<file path="src/rtl/rf_spill_stack.sv">
// LIFO backing store answering the windowed register file's spill/fill traffic.
// Spilled words are pushed one per strobe; a fill pops one whole window, last word first.
module rf_spill_stack #(
    parameter int unsigned NBITS     = 64,
    parameter int unsigned N         = 3,
    parameter int unsigned DEPTH_WIN = 4
) (
    input  logic                             CLK,
    input  logic                             RESET,
    input  logic                             SPILL,
    input  logic [NBITS-1:0]                 MEM_BUS,
    input  logic                             FILL,
    input  logic                             ERR_CLR,
    output logic [NBITS-1:0]                 MEM_BUSread,
    output logic                             FILL_VALID,
    output logic                             BUSY,
    output logic                             FULL,
    output logic                             EMPTY,
    output logic [$clog2(DEPTH_WIN+1)-1:0]   WIN_COUNT,
    output logic                             OVERFLOW,
    output logic                             UNDERFLOW,
    output logic                             PROTO_ERR
);

    localparam int unsigned WPW       = 2 * N;
    localparam int unsigned MEM_WORDS = DEPTH_WIN * WPW;
    localparam int unsigned AW        = (MEM_WORDS > 1) ? $clog2(MEM_WORDS) : 1;
    localparam int unsigned PW        = $clog2(MEM_WORDS + 1);
    localparam int unsigned WCW       = $clog2(WPW + 1);
    localparam int unsigned CW        = $clog2(DEPTH_WIN + 1);

    typedef enum logic [1:0] {StIdle, StSpill, StFill} state_e;

    state_e           state;
    logic [PW-1:0]    wp;
    logic [WCW-1:0]   wc;
    logic [CW-1:0]    win_count;

    logic [NBITS-1:0] mem [MEM_WORDS];
    logic [AW-1:0]    wr_addr;
    logic [AW-1:0]    rd_addr;
    logic             mem_we;
    logic [NBITS-1:0] rd_data;

    always_comb begin
        wr_addr = AW'(wp);
        rd_addr = AW'(wp - PW'(1));
        rd_data = mem[rd_addr];
        mem_we  = 1'b0;
        if (state == StIdle && SPILL && !FULL) begin
            mem_we = 1'b1;
        end else if (state == StSpill && SPILL) begin
            mem_we = 1'b1;
        end
    end

    // Storage is intentionally not reset.
    always_ff @(posedge CLK) begin
        if (mem_we) begin
            mem[wr_addr] <= MEM_BUS;
        end
    end

    always_ff @(posedge CLK or negedge RESET) begin
        if (!RESET) begin
            state       <= StIdle;
            wp          <= '0;
            wc          <= '0;
            win_count   <= '0;
            MEM_BUSread <= '0;
            FILL_VALID  <= 1'b0;
            OVERFLOW    <= 1'b0;
            UNDERFLOW   <= 1'b0;
            PROTO_ERR   <= 1'b0;
        end else begin
            // Clear first so any error raised below on this edge takes precedence.
            if (ERR_CLR) begin
                OVERFLOW  <= 1'b0;
                UNDERFLOW <= 1'b0;
                PROTO_ERR <= 1'b0;
            end
            unique case (state)
                StIdle: begin
                    FILL_VALID <= 1'b0;
                    if (SPILL) begin
                        if (FILL) begin
                            PROTO_ERR <= 1'b1;
                        end
                        if (FULL) begin
                            OVERFLOW <= 1'b1;
                        end else begin
                            wp <= wp + PW'(1);
                            if (WPW == 1) begin
                                win_count <= win_count + CW'(1);
                            end else begin
                                wc    <= WCW'(1);
                                state <= StSpill;
                            end
                        end
                    end else if (FILL) begin
                        if (EMPTY) begin
                            UNDERFLOW <= 1'b1;
                        end else begin
                            MEM_BUSread <= rd_data;
                            FILL_VALID  <= 1'b1;
                            wp          <= wp - PW'(1);
                            wc          <= WCW'(1);
                            state       <= StFill;
                        end
                    end
                end
                StSpill: begin
                    if (FILL) begin
                        PROTO_ERR <= 1'b1;
                    end
                    if (SPILL) begin
                        wp <= wp + PW'(1);
                        if (wc == WCW'(WPW - 1)) begin
                            win_count <= win_count + CW'(1);
                            wc        <= '0;
                            state     <= StIdle;
                        end else begin
                            wc <= wc + WCW'(1);
                        end
                    end
                end
                StFill: begin
                    if (SPILL) begin
                        PROTO_ERR <= 1'b1;
                    end
                    if (wc < WCW'(WPW)) begin
                        MEM_BUSread <= rd_data;
                        FILL_VALID  <= 1'b1;
                        wp          <= wp - PW'(1);
                        wc          <= wc + WCW'(1);
                    end else begin
                        FILL_VALID <= 1'b0;
                        win_count  <= win_count - CW'(1);
                        wc         <= '0;
                        state      <= StIdle;
                    end
                end
                default: begin
                    state <= StIdle;
                end
            endcase
        end
    end

    assign BUSY      = (state != StIdle);
    assign FULL      = (win_count == CW'(DEPTH_WIN));
    assign EMPTY     = (win_count == '0);
    assign WIN_COUNT = win_count;

endmodule

</file>
<file path="config.mk">
export PLATFORM = sky130hd
export DESIGN_NAME = rf_spill_stack
export DESIGN_NICKNAME = d
export VERILOG_FILES = /design/src/rtl/rf_spill_stack.sv
export SDC_FILE = /design/constraint.sdc
export NUM_CORES = 2
export LEC_CHECK = 0
export BUFFER_PORTS_ARGS = -buffer_cell sky130_fd_sc_hd__buf_2
export CORE_MARGIN = 1
export CORE_UTILIZATION = 25
export CTS_BUF_LIST = sky130_fd_sc_hd__clkbuf_4 sky130_fd_sc_hd__clkbuf_8
export CTS_CLUSTER_DIAMETER = 150
export DETAILED_ROUTE_END_ITERATION = 7
export SLEW_MARGIN = 5
export SYNTH_ARGS = -nofsm -noshare
export SYNTH_HDL_FRONTEND = slang
export SYNTH_SLANG_ARGS = --single-unit
</file>
<file path="constraint.sdc">
create_clock -name CLK -period 6.7 [get_ports CLK]
set_input_delay 0.335 -clock CLK [delete_from_list [all_inputs] [get_ports CLK]]
set_output_delay 0.335 -clock CLK [all_outputs]
set_load 0.05 [all_outputs]
</file>
Word level (Yosys, flattened, before mapping) --
Memory sizes are Yosys's and may differ from the RTL's. Index checks and enable logic that the tools add are counted.
Word-level totals: RAM bits 1536, input port bits 69, logic and storage cells 100, memories 1, output and inout bits 74, register bits after elaboration 81
Cells by class: $lt $le $gt $ge 1, mux-type cells 55, equal/unequal tests 14, add/sub/neg operators 5, reductions and logical operators 15
Memories:
- mem | words 24, width 64, read ports 1, clocked after Yosys merged registers in 0, write ports 1, line 39 | logic [NBITS-1:0] mem [MEM_WORDS];
Operator list (count):
- $mux W64 | 4
- $pmux W64 S2 | 1
- $mux W3 | 10
- $mux W5 | 6
- $mux W1 | 21
- $pmux W5 S3 | 1
- $mux W2 | 7
- $ne A2 B2 Y1 const B | 6
- $reduce_and A6 Y1 | 2
- $reduce_and A5 Y1 | 2
- $ne A3 B3 Y1 const B | 3
- $pmux W3 S3 | 1
- $add A3 B1 Y3 const B | 2
- $eq A3 B3 Y1 const B | 2
- $pmux W2 S3 | 1
- $pmux W3 S2 | 1
- $reduce_bool A2 Y1 | 3
- $add A5 B1 Y5 const B | 1
- $sub A5 B1 Y5 const B | 1
- $reduce_and A4 Y1 | 1
- $logic_and A1 B1 Y1 | 3
- $logic_not A3 Y1 | 1
- $lt A3 B3 Y1 const B | 1
- $pmux W1 S3 | 1
- 8 further kinds | 8

Depth between registers and ports, before layout --
depth in word-level cells 6, mapped depth 14, gate-level depth less buffers 7

Worst setup path before layout --
OpenSTA, ideal clock, no wires.
path kind reg2reg, start point register win_count[1] (netlist: WIN_COUNT[1]), end point memory mem[15][0], enable pin, buffers on the path 0, cell stages (with the launch flop) 5, slack -0.012 ns, clock period less this slack 6.712 ns, arrival time 6.134 ns, library setup time 0.578 ns, data required time 6.122 ns, cell sequence dfrtp_1 nor3b_1 nor2_1 o21a_1 nor3b_1
On the way: word-level cells in the longest chain between the ends 6
RTL lines:
- start: declaration | line 37 | logic [CW-1:0] win_count;
- start signal: assignment | line 94 | win_count <= win_count + CW'(1);
- start signal: assignment | line 119 | win_count <= win_count + CW'(1);
- start signal: assignment | line 138 | win_count <= win_count - CW'(1);
- $eq A3 B3 Y1 | line 151 | assign FULL = (win_count == CW'(DEPTH_WIN));
- named net FULL | line 17 | output logic FULL,
- $logic_not A1 Y1 | line 50 | if (state == StIdle && SPILL && !FULL) begin
- $logic_and A1 B1 Y1 | line 50
- $mux W1 | line 50
- $mux W1 | line 59 | if (mem_we) begin
- $mux W1 (not written as such) | line 60 | mem[wr_addr] <= MEM_BUS;
- end: declaration | line 39
The timed path passes the listed nets, and every way through them passes these cells.

Worst setup path after layout --
start point register wp[0], end point register MEM_BUSread[62]
On the way: word-level cells in the longest chain between the ends 6, elaborated cells between the ends (all ways) 7, those cells by class add/sub (1); mux (5); memory (1)
RTL lines:
- start: declaration | line 35 | logic [PW-1:0] wp;
- start signal: assignment | line 92 | wp <= wp + PW'(1);
- start signal: assignment | line 106 | wp <= wp - PW'(1);
- start signal: assignment | line 117 | wp <= wp + PW'(1);
- $sub A5 B1 Y5 * | line 47 | rd_addr = AW'(wp - PW'(1));
- $mem_v2 Z24 W64 *
- $mux W64 | line 101 | if (EMPTY) begin
- $mux W64 | line 100 | end else if (FILL) begin
- $mux W64 | line 85 | if (SPILL) begin
- $pmux W64 S2 * | line 82 | unique case (state)
- end signal: assignment | line 104 | MEM_BUSread <= rd_data;
- end signal: assignment | line 132 | MEM_BUSread <= rd_data;
- end: declaration | line 14 | output logic [NBITS-1:0] MEM_BUSread,
Mark *: on every way between the ends. The rest lies on a longest branch, timed or not. The select of a mux whose other input is x is not followed. A chain may end at the register's enable or synchronous reset.

==> run_summary.xml <==
<?xml version="1.0" encoding="UTF-8"?>
<metrics>
  <group name="outcome">
    <metric name="outcome" unit="">finished clean</metric>
  </group>
  <group name="floorplanning">
    <metric name="rows" unit="">183</metric>
    <metric name="floorplan.core_area" unit="mm2">0.248</metric>
    <metric name="io-pin-count" unit="">143</metric>
    <metric name="die_area" unit="mm2">0.252</metric>
    <metric name="chipWidth" unit="um">502</metric>
    <metric name="start_util" unit="%">25.1</metric>
    <metric name="die_h" unit="um">502</metric>
  </group>
  <group name="synth">
    <metric name="synth_largest_area_cell" unit="">sky130_fd_sc_hd__edfxtp_1</metric>
    <metric name="syn-num-nets" unit="">2907</metric>
    <metric name="muxShareOfSynthArea" unit="%">15.0</metric>
    <metric name="synthDominantCellAreaShare" unit="%">73.9</metric>
    <metric name="postSynthCellCount" unit="">2826</metric>
    <metric name="synth-simple-area-share" unit="%">2.38</metric>
    <metric name="yosys_warnings" unit="">0</metric>
    <metric name="synth_xor_area_share" unit="%">0.0702</metric>
    <metric name="synth.lib_cells_used.distinct" unit="">47</metric>
    <metric name="netlist_top_cells_area" unit="">sky130_fd_sc_hd__edfxtp_1 74%, sky130_fd_sc_hd__mux4_2 14%, sky130_fd_sc_hd__dfrtp_1 3.2%</metric>
    <metric name="yosys_register_bits" unit="">1617</metric>
    <metric name="synth_fa_ha_area_share" unit="%">0.253</metric>
    <metric name="synthesis.area_per_instance" unit="um2">22.1</metric>
    <metric name="synth_compound_gate_area_share" unit="%">3.48</metric>
    <metric name="synthesis.area" unit="mm2">0.0624</metric>
    <metric name="synth_top_family_by_area" unit="">multiplexers</metric>
    <metric name="sequential_area_share_after_synthesis" unit="%">77.2</metric>
  </group>
  <group name="global_route">
    <metric name="grt_pass1_wl" unit="mm">234</metric>
    <metric name="grtUsageTotal" unit="%">12.9</metric>
    <metric name="number_of_global_route_vias_before_repair" unit="">32200</metric>
    <metric name="initial_antenna_violation_count" unit="">22</metric>
    <metric name="pin_count_of_the_biggest_net_entering_global_routing" unit="">102</metric>
    <metric name="globalRouteOverflowTotal" unit="">0</metric>
  </group>
  <group name="finish">
    <metric name="drive_above_1_share" unit="%">33.2</metric>
    <metric name="layout.cell_area.non_filler" unit="mm2">0.0733</metric>
    <metric name="nNetsFinal" unit="">3296</metric>
    <metric name="layout_common_cells" unit="">1536 x sky130_fd_sc_hd__edfxtp_1, 384 x sky130_fd_sc_hd__mux4_2, 303 x sky130_fd_sc_hd__clkbuf_8</metric>
    <metric name="layout_commonest_cell" unit="">sky130_fd_sc_hd__edfxtp_1</metric>
    <metric name="synthToLayoutAreaGrowth" unit="%">17.4</metric>
  </group>
  <group name="power">
    <metric name="p_leak" unit="nW">23.2</metric>
    <metric name="highest_ir_drop_seen_on_vdd" unit="uV">761</metric>
    <metric name="fin_total_pwr" unit="mW">33.2</metric>
    <metric name="power_per_cell_area" unit="mW/mm2">453</metric>
  </group>
  <group name="clocking">
    <metric name="clk_sink_count" unit="">1617</metric>
    <metric name="cts_tree" unit="">done</metric>
    <metric name="postCtsResizedCells" unit="">0</metric>
    <metric name="cts_made_buffers" unit="">274</metric>
    <metric name="cts_root_buffer" unit="">sky130_fd_sc_hd__clkbuf_8</metric>
    <metric name="cts.path.max_buffers" unit="">4</metric>
    <metric name="clk_pin_slew" unit="ns">0.06</metric>
    <metric name="cts_max_level" unit="">5</metric>
    <metric name="worst_skew_pair.late_latency" unit="ns">0.98</metric>
  </group>
  <group name="critical_path">
    <metric name="crit_path_end_kind" unit="">flop</metric>
    <metric name="critPathKind" unit="">reg2reg</metric>
    <metric name="crit_start" unit="">wp[0]$_DFFE_PN0P_</metric>
    <metric name="worstReg2RegEnd" unit="">MEM_BUSread[62]$_DFFE_PN0P_</metric>
    <metric name="timing.critical_path.cells" unit="">inv_1 &gt; ha_4 &gt; buf_4 &gt; buf_4 &gt; mux4_2 &gt; and3_1 &gt; a211oi_1 &gt; a31o_1 &gt; o221ai_2</metric>
    <metric name="r2r_setup_slack" unit="ns">2.77</metric>
    <metric name="required" unit="ns">7.50</metric>
    <metric name="critPathMaxFanout" unit="">35</metric>
    <metric name="worstRegToRegCells" unit="">9</metric>
    <metric name="cell_type_of_the_slowest_stage_on_the_worst_timing_path" unit="">sky130_fd_sc_hd__dfrtp_4</metric>
    <metric name="arrival" unit="ns">4.73</metric>
    <metric name="critPathMostFrequentCell" unit="">sky130_fd_sc_hd__buf_4</metric>
    <metric name="reg_to_reg_critical_path_startpoint" unit="">wp[0]$_DFFE_PN0P_</metric>
    <metric name="crit_path_start_kind" unit="">flop</metric>
    <metric name="critPathMaxStageDelay" unit="ns">0.81</metric>
    <metric name="cp-endpoint" unit="">MEM_BUSread[62]$_DFFE_PN0P_</metric>
  </group>
  <group name="route">
    <metric name="wire_per_inst" unit="um">24.4</metric>
    <metric name="detailedRoute.firstPassIterationCount" unit="">5</metric>
    <metric name="routed_via_density" unit="">4.61</metric>
    <metric name="vias" unit="">31000</metric>
    <metric name="detail_route.drc_violations" unit="">0</metric>
    <metric name="first_iter_violations" unit="">3245</metric>
    <metric name="detail-route-antenna-nets" unit="">0</metric>
    <metric name="route.final.wire_length" unit="mm">164</metric>
  </group>
  <group name="sta">
    <metric name="fin_crit" unit="ns">3.93</metric>
    <metric name="min_period_over_period" unit="%">58.6</metric>
    <metric name="final_critical_path_setup_slack" unit="ns">2.77</metric>
    <metric name="timing.final.setup_violations" unit="">0</metric>
    <metric name="drv_slew" unit="">0</metric>
    <metric name="clock-skew-final" unit="ns">0.0874</metric>
    <metric name="worst_pin_slew" unit="ns">1.24</metric>
    <metric name="timing.setup.tns" unit="ns">0</metric>
    <metric name="timing.fmax" unit="MHz">255</metric>
    <metric name="timing_hold_violations_final" unit="">0</metric>
    <metric name="slew_headroom" unit="%">17.5</metric>
    <metric name="rsz0062_at_grt" unit="">false</metric>
  </group>
  <group name="placement">
    <metric name="buffer_ports.inserted" unit="">142</metric>
    <metric name="post_dp_cell_area" unit="mm2">0.0673</metric>
    <metric name="pre_cts_ws" unit="ns">2.64</metric>
    <metric name="hpwlAfterDp" unit="mm">81.1</metric>
    <metric name="gp_congestion" unit="">0.705</metric>
  </group>
  <group name="worst_hold_path">
    <metric name="hold_path.class" unit="">in2async</metric>
  </group>
  <group name="run">
    <metric name="cap_viol_max_count" unit="">0</metric>
  </group>
</metrics>
## where the power goes
part / internal (mW) / total (mW) / switching, mW
logic: 4.94 / 12.3 / 7.37
clock network: 4.79 / 8.66 / 3.87
registers: 11.8 / 12.2 / 0.393
## cells in the mapped netlist, drive strengths merged
cell and count:
edfxtp 1536, mux4 384, nand2 208, buf 119, dfrtp 81, mux2i 67
a211oi 64, a31o 64, and3 64, o221ai 64, clkbuf 50, nor2 33
inv 12, o21ai 12, ha 11, a21oi 8, nand3b 4, nor3 4
nor3b 4, mux2 3, nand2b 3, nand3 3, o31ai 3, xnor2 3
a22o 2, a31oi 2, and2 2, nor2b 2, or3b 2, xor2 2
a21o 1, a222oi 1, a22oi 1, a32o 1, fa 1, o21a 1
o32a 1, or2 1, or3 1, or4 1
## cell type report
| cell class | instances | area [um2] |
|---|---|---|
| diodes | 1 | 2.50 |
| clock buffers | 408 | 4960 |
| clock inverters | 61 | 329 |
| fillers | 24200 | 175000 |
| inverters | 12 | 45.0 |
| multi-input cells | 1028 | 13500 |
| flip-flops and latches | 1617 | 48200 |
| well taps | 3330 | 4170 |
| repair buffers | 282 | 2160 |
## worst max-delay path: cells and delay by family, from the launching register on
family / cells / cell delay (ns)
buffers and inverters: 3 / 1.13
flip-flops: 1 / 0.81
adder cells (fa/ha/maj): 1 / 0.80
AO/OA/AOI/OAI: 3 / 0.46
multiplexers: 1 / 0.36
AND/OR/NAND/NOR: 1 / 0.19
## through the flow
stage	instances	hold WS, ns	util [%]
after floorplan	2826	0.0394	-
after global placement	6199	0.467	27.1
after detailed placement	6199	0.471	27.1
after CTS	6738	0.0637	29.5
after global routing	6739	0.108	29.5
final	6739	0.119	29.5
## state kept, by name, indices dropped and copies added (netlist names)
signal       flops
OVERFLOW         1
PROTO_ERR        1
mem           1536
state            2
wp               5
UNDERFLOW        1
FILL_VALID       1
MEM_BUSread     64
WIN_COUNT        3
wc               3
## logic make-up (layout without fill, tap and decap cells)
family                   count (synthesis)  count (layout)
AO/OA/AOI/OAI                          225             225
XOR/XNOR                                 5               5
adder cells (fa/ha/maj)                 12              12
buffers and inverters                  181             763
flip-flops                            1617            1617
multiplexers                           454             454
other                                    0               1
AND/OR/NAND/NOR                        332             332
## repair_timing
item                                     CTS  global route
endpoints found under the hold margin   1583             0
hold buffers                              70             0
endpoints found under the setup margin     0             0
buffers inserted                           0             0
## metal layers
metal  GRT usage (%)  share of wire [%]  wire length (um)
met2            20.7                 48             78400
met3            2.81                7.3             12000
met1            17.6                 43             70400
met4            3.74                2.2              3590
met5               0              0.041                67
## worst min-delay path by stage
stage                                        endpoint                         from  slack [ns]  cells after the start
after global placement         FILL_VALID$_DFFE_PN0P_       FILL_VALID$_DFFE_PN0P_        0.47                      2
final                     MEM_BUSread[47]$_DFFE_PN0P_                        RESET        0.12                      2
after global routing      MEM_BUSread[32]$_DFFE_PN0P_                        RESET        0.11                      2
after detailed placement  MEM_BUSread[22]$_DFFE_PN0P_  MEM_BUSread[22]$_DFFE_PN0P_        0.47                      2
after CTS                 MEM_BUSread[50]$_DFFE_PN0P_                        RESET        0.06                      2
after floorplan                FILL_VALID$_DFFE_PN0P_                        RESET        0.04                      0
Note: power is estimated with default switching activity, not from simulation.
